$ cat src/rtl/wb_host_arb.sv
// wb_host_arb
// Two-master Wishbone arbiter in front of the digital_core internal slave port.
// m0 = management SoC external port, m1 = on-chip UART host bridge.
// Round-robin between the two masters; a grant is held for the whole cyc,
// so bursts and read-modify-write sequences stay atomic.
//
// Ports:
//   wb_clk_i, wb_rst_i    bus clock, async active-high reset
//   m0_*, m1_*            master-side Wishbone ports (cyc/stb/we/sel/adr/dat in,
//                         dat/ack/err out)
//   s_*                   slave-side Wishbone port
//   gnt_o                 one-hot current grant {m1, m0}; 00 = idle
//   tmo_o                 one-cycle pulse when the bus watchdog expires
//
// Optional feature: define WB_HOST_ARB_TMO_EN to build the bus watchdog. It
// terminates a transfer with err after 2^TMO_W - 1 stalled cycles. Without
// it, tmo_o is tied low and a stalled transfer waits forever.
//
// state | meaning
// IDLE  | no grant, slave cyc/stb held low
// GNT0  | m0 owns the slave port until m0_cyc_i falls
// GNT1  | m1 owns the slave port until m1_cyc_i falls

module wb_host_arb #(
  parameter int AW    = 32,
  parameter int DW    = 32,
  parameter int TMO_W = 8
) (
  input  logic            wb_clk_i,
  input  logic            wb_rst_i,
  input  logic            m0_cyc_i,
  input  logic            m0_stb_i,
  input  logic            m0_we_i,
  input  logic [DW/8-1:0] m0_sel_i,
  input  logic [AW-1:0]   m0_adr_i,
  input  logic [DW-1:0]   m0_dat_i,
  output logic [DW-1:0]   m0_dat_o,
  output logic            m0_ack_o,
  output logic            m0_err_o,
  input  logic            m1_cyc_i,
  input  logic            m1_stb_i,
  input  logic            m1_we_i,
  input  logic [DW/8-1:0] m1_sel_i,
  input  logic [AW-1:0]   m1_adr_i,
  input  logic [DW-1:0]   m1_dat_i,
  output logic [DW-1:0]   m1_dat_o,
  output logic            m1_ack_o,
  output logic            m1_err_o,
  output logic            s_cyc_o,
  output logic            s_stb_o,
  output logic            s_we_o,
  output logic [DW/8-1:0] s_sel_o,
  output logic [AW-1:0]   s_adr_o,
  output logic [DW-1:0]   s_dat_o,
  input  logic [DW-1:0]   s_dat_i,
  input  logic            s_ack_i,
  input  logic            s_err_i,
  output logic [1:0]      gnt_o,
  output logic            tmo_o
);

  typedef enum logic [1:0] {IDLE, GNT0, GNT1} state_t;

  state_t state, state_nxt;
  logic   last;
  logic   m0_req, m1_req;
  logic   fwd_stb;
  logic   tmo_fire;

  assign m0_req = m0_cyc_i & m0_stb_i;
  assign m1_req = m1_cyc_i & m1_stb_i;

  // Strobe of the granted master before any watchdog override; the watchdog
  // keys off this so the forced-low cycle cannot feed back into itself.
  assign fwd_stb = (state == GNT0) ? m0_stb_i :
                   (state == GNT1) ? m1_stb_i : 1'b0;

`ifdef WB_HOST_ARB_TMO_EN
  logic [TMO_W-1:0] tmo_cnt;
  logic             stall;

  assign stall = fwd_stb & ~s_ack_i & ~s_err_i;
  // A slave ack or err in the expiry cycle wins over the timeout.
  assign tmo_fire = stall & (tmo_cnt == {TMO_W{1'b1}});

  always_ff @(posedge wb_clk_i or posedge wb_rst_i) begin
    if (wb_rst_i)
      tmo_cnt <= '0;
    else if (stall && !tmo_fire)
      tmo_cnt <= tmo_cnt + 1'b1;
    else
      tmo_cnt <= '0;
  end
`else
  // Watchdog compiled out: the count is a constant zero and never fires.
  logic [TMO_W-1:0] tmo_cnt;

  assign tmo_cnt  = '0;
  assign tmo_fire = (&tmo_cnt) & 1'b0;
`endif

  always_ff @(posedge wb_clk_i or posedge wb_rst_i) begin
    if (wb_rst_i) begin
      state <= IDLE;
      last  <= 1'b1;
    end else begin
      state <= state_nxt;
      if (state_nxt == GNT0 && state != GNT0)
        last <= 1'b0;
      else if (state_nxt == GNT1 && state != GNT1)
        last <= 1'b1;
    end
  end

  always_comb begin
    state_nxt = state;
    s_cyc_o   = 1'b0;
    s_stb_o   = 1'b0;
    s_we_o    = m0_we_i;
    s_sel_o   = m0_sel_i;
    s_adr_o   = m0_adr_i;
    s_dat_o   = m0_dat_i;
    m0_ack_o  = 1'b0;
    m0_err_o  = 1'b0;
    m1_ack_o  = 1'b0;
    m1_err_o  = 1'b0;
    case (state)
      IDLE: begin
        if (m0_req && m1_req)
          state_nxt = last ? GNT0 : GNT1;
        else if (m0_req)
          state_nxt = GNT0;
        else if (m1_req)
          state_nxt = GNT1;
      end
      GNT0: begin
        s_cyc_o  = m0_cyc_i & ~tmo_fire;
        s_stb_o  = m0_stb_i & ~tmo_fire;
        m0_ack_o = s_ack_i;
        m0_err_o = s_err_i | tmo_fire;
        if (!m0_cyc_i || tmo_fire)
          state_nxt = IDLE;
      end
      GNT1: begin
        s_cyc_o  = m1_cyc_i & ~tmo_fire;
        s_stb_o  = m1_stb_i & ~tmo_fire;
        s_we_o   = m1_we_i;
        s_sel_o  = m1_sel_i;
        s_adr_o  = m1_adr_i;
        s_dat_o  = m1_dat_i;
        m1_ack_o = s_ack_i;
        m1_err_o = s_err_i | tmo_fire;
        if (!m1_cyc_i || tmo_fire)
          state_nxt = IDLE;
      end
      default: state_nxt = IDLE;
    endcase
  end

  assign m0_dat_o = s_dat_i;
  assign m1_dat_o = s_dat_i;
  assign gnt_o    = {state == GNT1, state == GNT0};
  assign tmo_o    = tmo_fire;

endmodule
$ cat config.mk
export PLATFORM = sky130hd
export DESIGN_NAME = wb_host_arb
export DESIGN_NICKNAME = d
export VERILOG_FILES = /design/src/rtl/wb_host_arb.sv
export SDC_FILE = /design/constraint.sdc
export NUM_CORES = 1
export LEC_CHECK = 0
export CAP_MARGIN = 10
export CELL_PAD_IN_SITES_DETAIL_PLACEMENT = 0
export CELL_PAD_IN_SITES_GLOBAL_PLACEMENT = 1
export CORE_AREA = 2 2 123 125
export CTS_CLUSTER_SIZE = 24
export DETAILED_ROUTE_END_ITERATION = 12
export DIE_AREA = 0 0 125 127
export PLACE_DENSITY = 0.81
export SETUP_SLACK_MARGIN = 0.05
export SLEW_MARGIN = 25
export SYNTH_ARGS = -nofsm -noshare
export SYNTH_HDL_FRONTEND = slang
export SYNTH_SLANG_ARGS = --single-unit
$ cat constraint.sdc
create_clock -name wb_clk_i -period 2.5 [get_ports wb_clk_i]
set_input_delay 0.375 -clock wb_clk_i [delete_from_list [all_inputs] [get_ports wb_clk_i]]
set_output_delay 0.375 -clock wb_clk_i [all_outputs]
set_load 0.02 [all_outputs]
==> impl_metrics.tcl <==
set metrics [dict create \
    place_congestion 0.799 \
    hold_ws_ps 324 \
    synthMuxAreaShare_pct 48.4 \
    clk_pin_slew_worst_paths_ps 30 \
    status "finished clean" \
    grt_overflow_total 0 \
    synth_top_area_share_pct 48.4 \
    dieArea_sq_um 15900 \
    synthAdderAreaFrac_pct 3.12 \
    yosys.cell_count.top_type "mux2_2" \
    synth_compound_area_share_pct 5.46 \
    p_leak_nw 1.44 \
    ctsHtreeMaxLevel 1 \
    io-pin-count 320 \
    max_stage_delay_ps 600 \
    first_pass_iters 4 \
    synth_edf_count 0 \
    die_h_um 127 \
    grt_first_pass_wirelength_um 11900 \
    hold_viol 0 \
    synth.area.top_cells "mux2_2, buf_4, dfrtp_1" \
    synth_seq_cells 3 \
    total_power_mw 2.20 \
    rsz0062_at_grt "no" \
    rows 44 \
    cts_hold_buffers 0 \
    antennaDiodeCount 0 \
    antenna_found_initial 0 \
    min_path_type "primary input to async pin" \
    syn_area_sq_um 1600 \
    ant_nets 0 \
    initialDrtViolationCount 53 \
    r2r_slack_ps 780 \
    finalWorstSetupSlack_ps 146 \
    synth_top_area_cell "mux2_2" \
    setup_viol 0 \
    post-route-min-period_ps 2350 \
    criticalPathCategory "register to primary output" \
    grt_start_max_net_pins 49 \
    core_sq_um 14400 \
    drive_gt1_share_pct 25.4 \
    worst_setup_path_end_kind "primary output" \
    clock-sinks 3 \
    synth_top_family_by_area "multiplexers" \
    fmax_ghz 0.425 \
    numCtsBuffers 3 \
    required_ps 2120 \
    crit_chain "inv_1 > ha_4 > buf_16 > and2_1 > clkdlybuf4s50_1" \
    path_buf_inv 3 \
    post-route-period-util_pct 94.2 \
    pre_cts_ws_ps 204 \
    nets 517 \
    cp_slowest_cell "clkdlybuf4s50_1" \
    synthTopCellsByCount "mux2_2, buf_4, buf_2, inv_1" \
    ys_async_sr_fraction_pct 100 \
    synthesis.nets 361 \
    r2r-end "last" \
    syn_inst 179 \
    root_buffer "clkbuf_16" \
    finClkSkew_ps 0.612 \
    power_density_nw_per_um2 614 \
    tns_ps 0 \
    cap_violations 0 \
    die_w_um 125 \
    hpwlAfterDp_um 7170 \
    synth_flop_cell "dfrtp_1" \
    start_util_pct 11.1 \
    cp_max_fo 48 \
    grt.total_usage_pct 9.64 \
    slew_viol_final 0 \
    reg2reg_depth 6 \
    path_delay_family "buffers and inverters" \
    ys_warn_count 0 \
    routed_wl_um 8250 \
    synth_xor_area_share_pct 0 \
    synth-simple-area-share_pct 3.67 \
    drc 0 \
    final_core_util_pct 24.9 \
    rr_startpoint "state[1]" \
    grt_pass1_vias 2011 \
    cp_data_arrival_time_ps 1980 \
    clock_latency_ps 230 \
    vias 1867 \
    via_per_inst 3.60 \
    io_buffers 222 \
    start_kind "register" \
    area_delta_synth_final_pct 124 \
    syn_avg_cell_area_sq_um 8.96 \
    ys_types 24 \
    clk_path_buf_depth 2 \
    drt-wirelength-per-cell_um 15.9 \
    ir_worst_vdd_uv 274 \
    synth-seq-area-share_pct 4.76 \
    cts_tree "yes" \
]
==> layer usage <==
layer	wire length, um	vias up	share of wire [%]	GRT usage (%)
li1	-	861	-	-
met4	122	0	1.5	2.29
met2	4290	145	52	18.4
met3	895	15	11	3.22
met5	0	-	0	0
met1	2940	846	36	10.2
==> what timing repair did <==
action	CTS	global route
endpoints found under the setup margin	50	5
gates resized for setup	60	5
buffers inserted	0	0
==> metrics by stage <==
stage / instance area (sq um) / cells
finish: 3590 / 518
global route: 3590 / 518
CTS: 3580 / 518
detailed placement: 3560 / 514
global placement: 3560 / 514
floorplan: 1600 / 179
==> worst max-delay path by stage <==
stage                       end  cells past startpoint      from
CTS                 s_dat_o[19]                      5  state[0]
global route           m1_err_o                      5  state[0]
floorplan            s_adr_o[0]                      5  state[0]
finish                 m1_ack_o                      5  state[0]
detailed placement   s_adr_o[0]                      5  state[0]
global placement     s_adr_o[8]                      5  state[0]
==> where the power goes <==
part	internal, mW	total (mW)	switching [mW]
Clock	0.211	0.259	0.0479
Sequential	0.0762	0.102	0.0262
Combinational	0.946	1.84	0.895
==> sequential cells by signal (all words and copies together) (netlist names) <==
signal	flops
state	2
last	1
==> layout make-up <==
class	count	area, sq um
fillers	1551	10800
repair buffers	224	2190
flip-flops and latches	3	76.3
well taps	184	230
inverters	6	22.5
multi-input cells	97	992
clock buffers	4	78.8
==> placed cells by master, fill, tap and decap left out, drive strengths merged, types with 2 or more instances in the layout <==
cell / count
buf: 9
a22oi: 2
nor2: 2
a21boi: 2
dlygate4sd2: 59
and2: 5
mux2: 69
nand2: 2
clkbuf: 4
dfrtp: 2
clkdlybuf4s50: 152
dlymetal6s2s: 4
inv: 6
ha: 4
==> cells by family (layout without fill, tap and decap cells) <==
kind of cell,count (synthesis),after routing
flops,3,3
buf+inv,79,234
simple gates,11,11
mux,69,69
other cells,1,1
fa+ha+maj,4,4
compound gates,12,12
No activity file was read; power rests on OpenSTA's default activity.
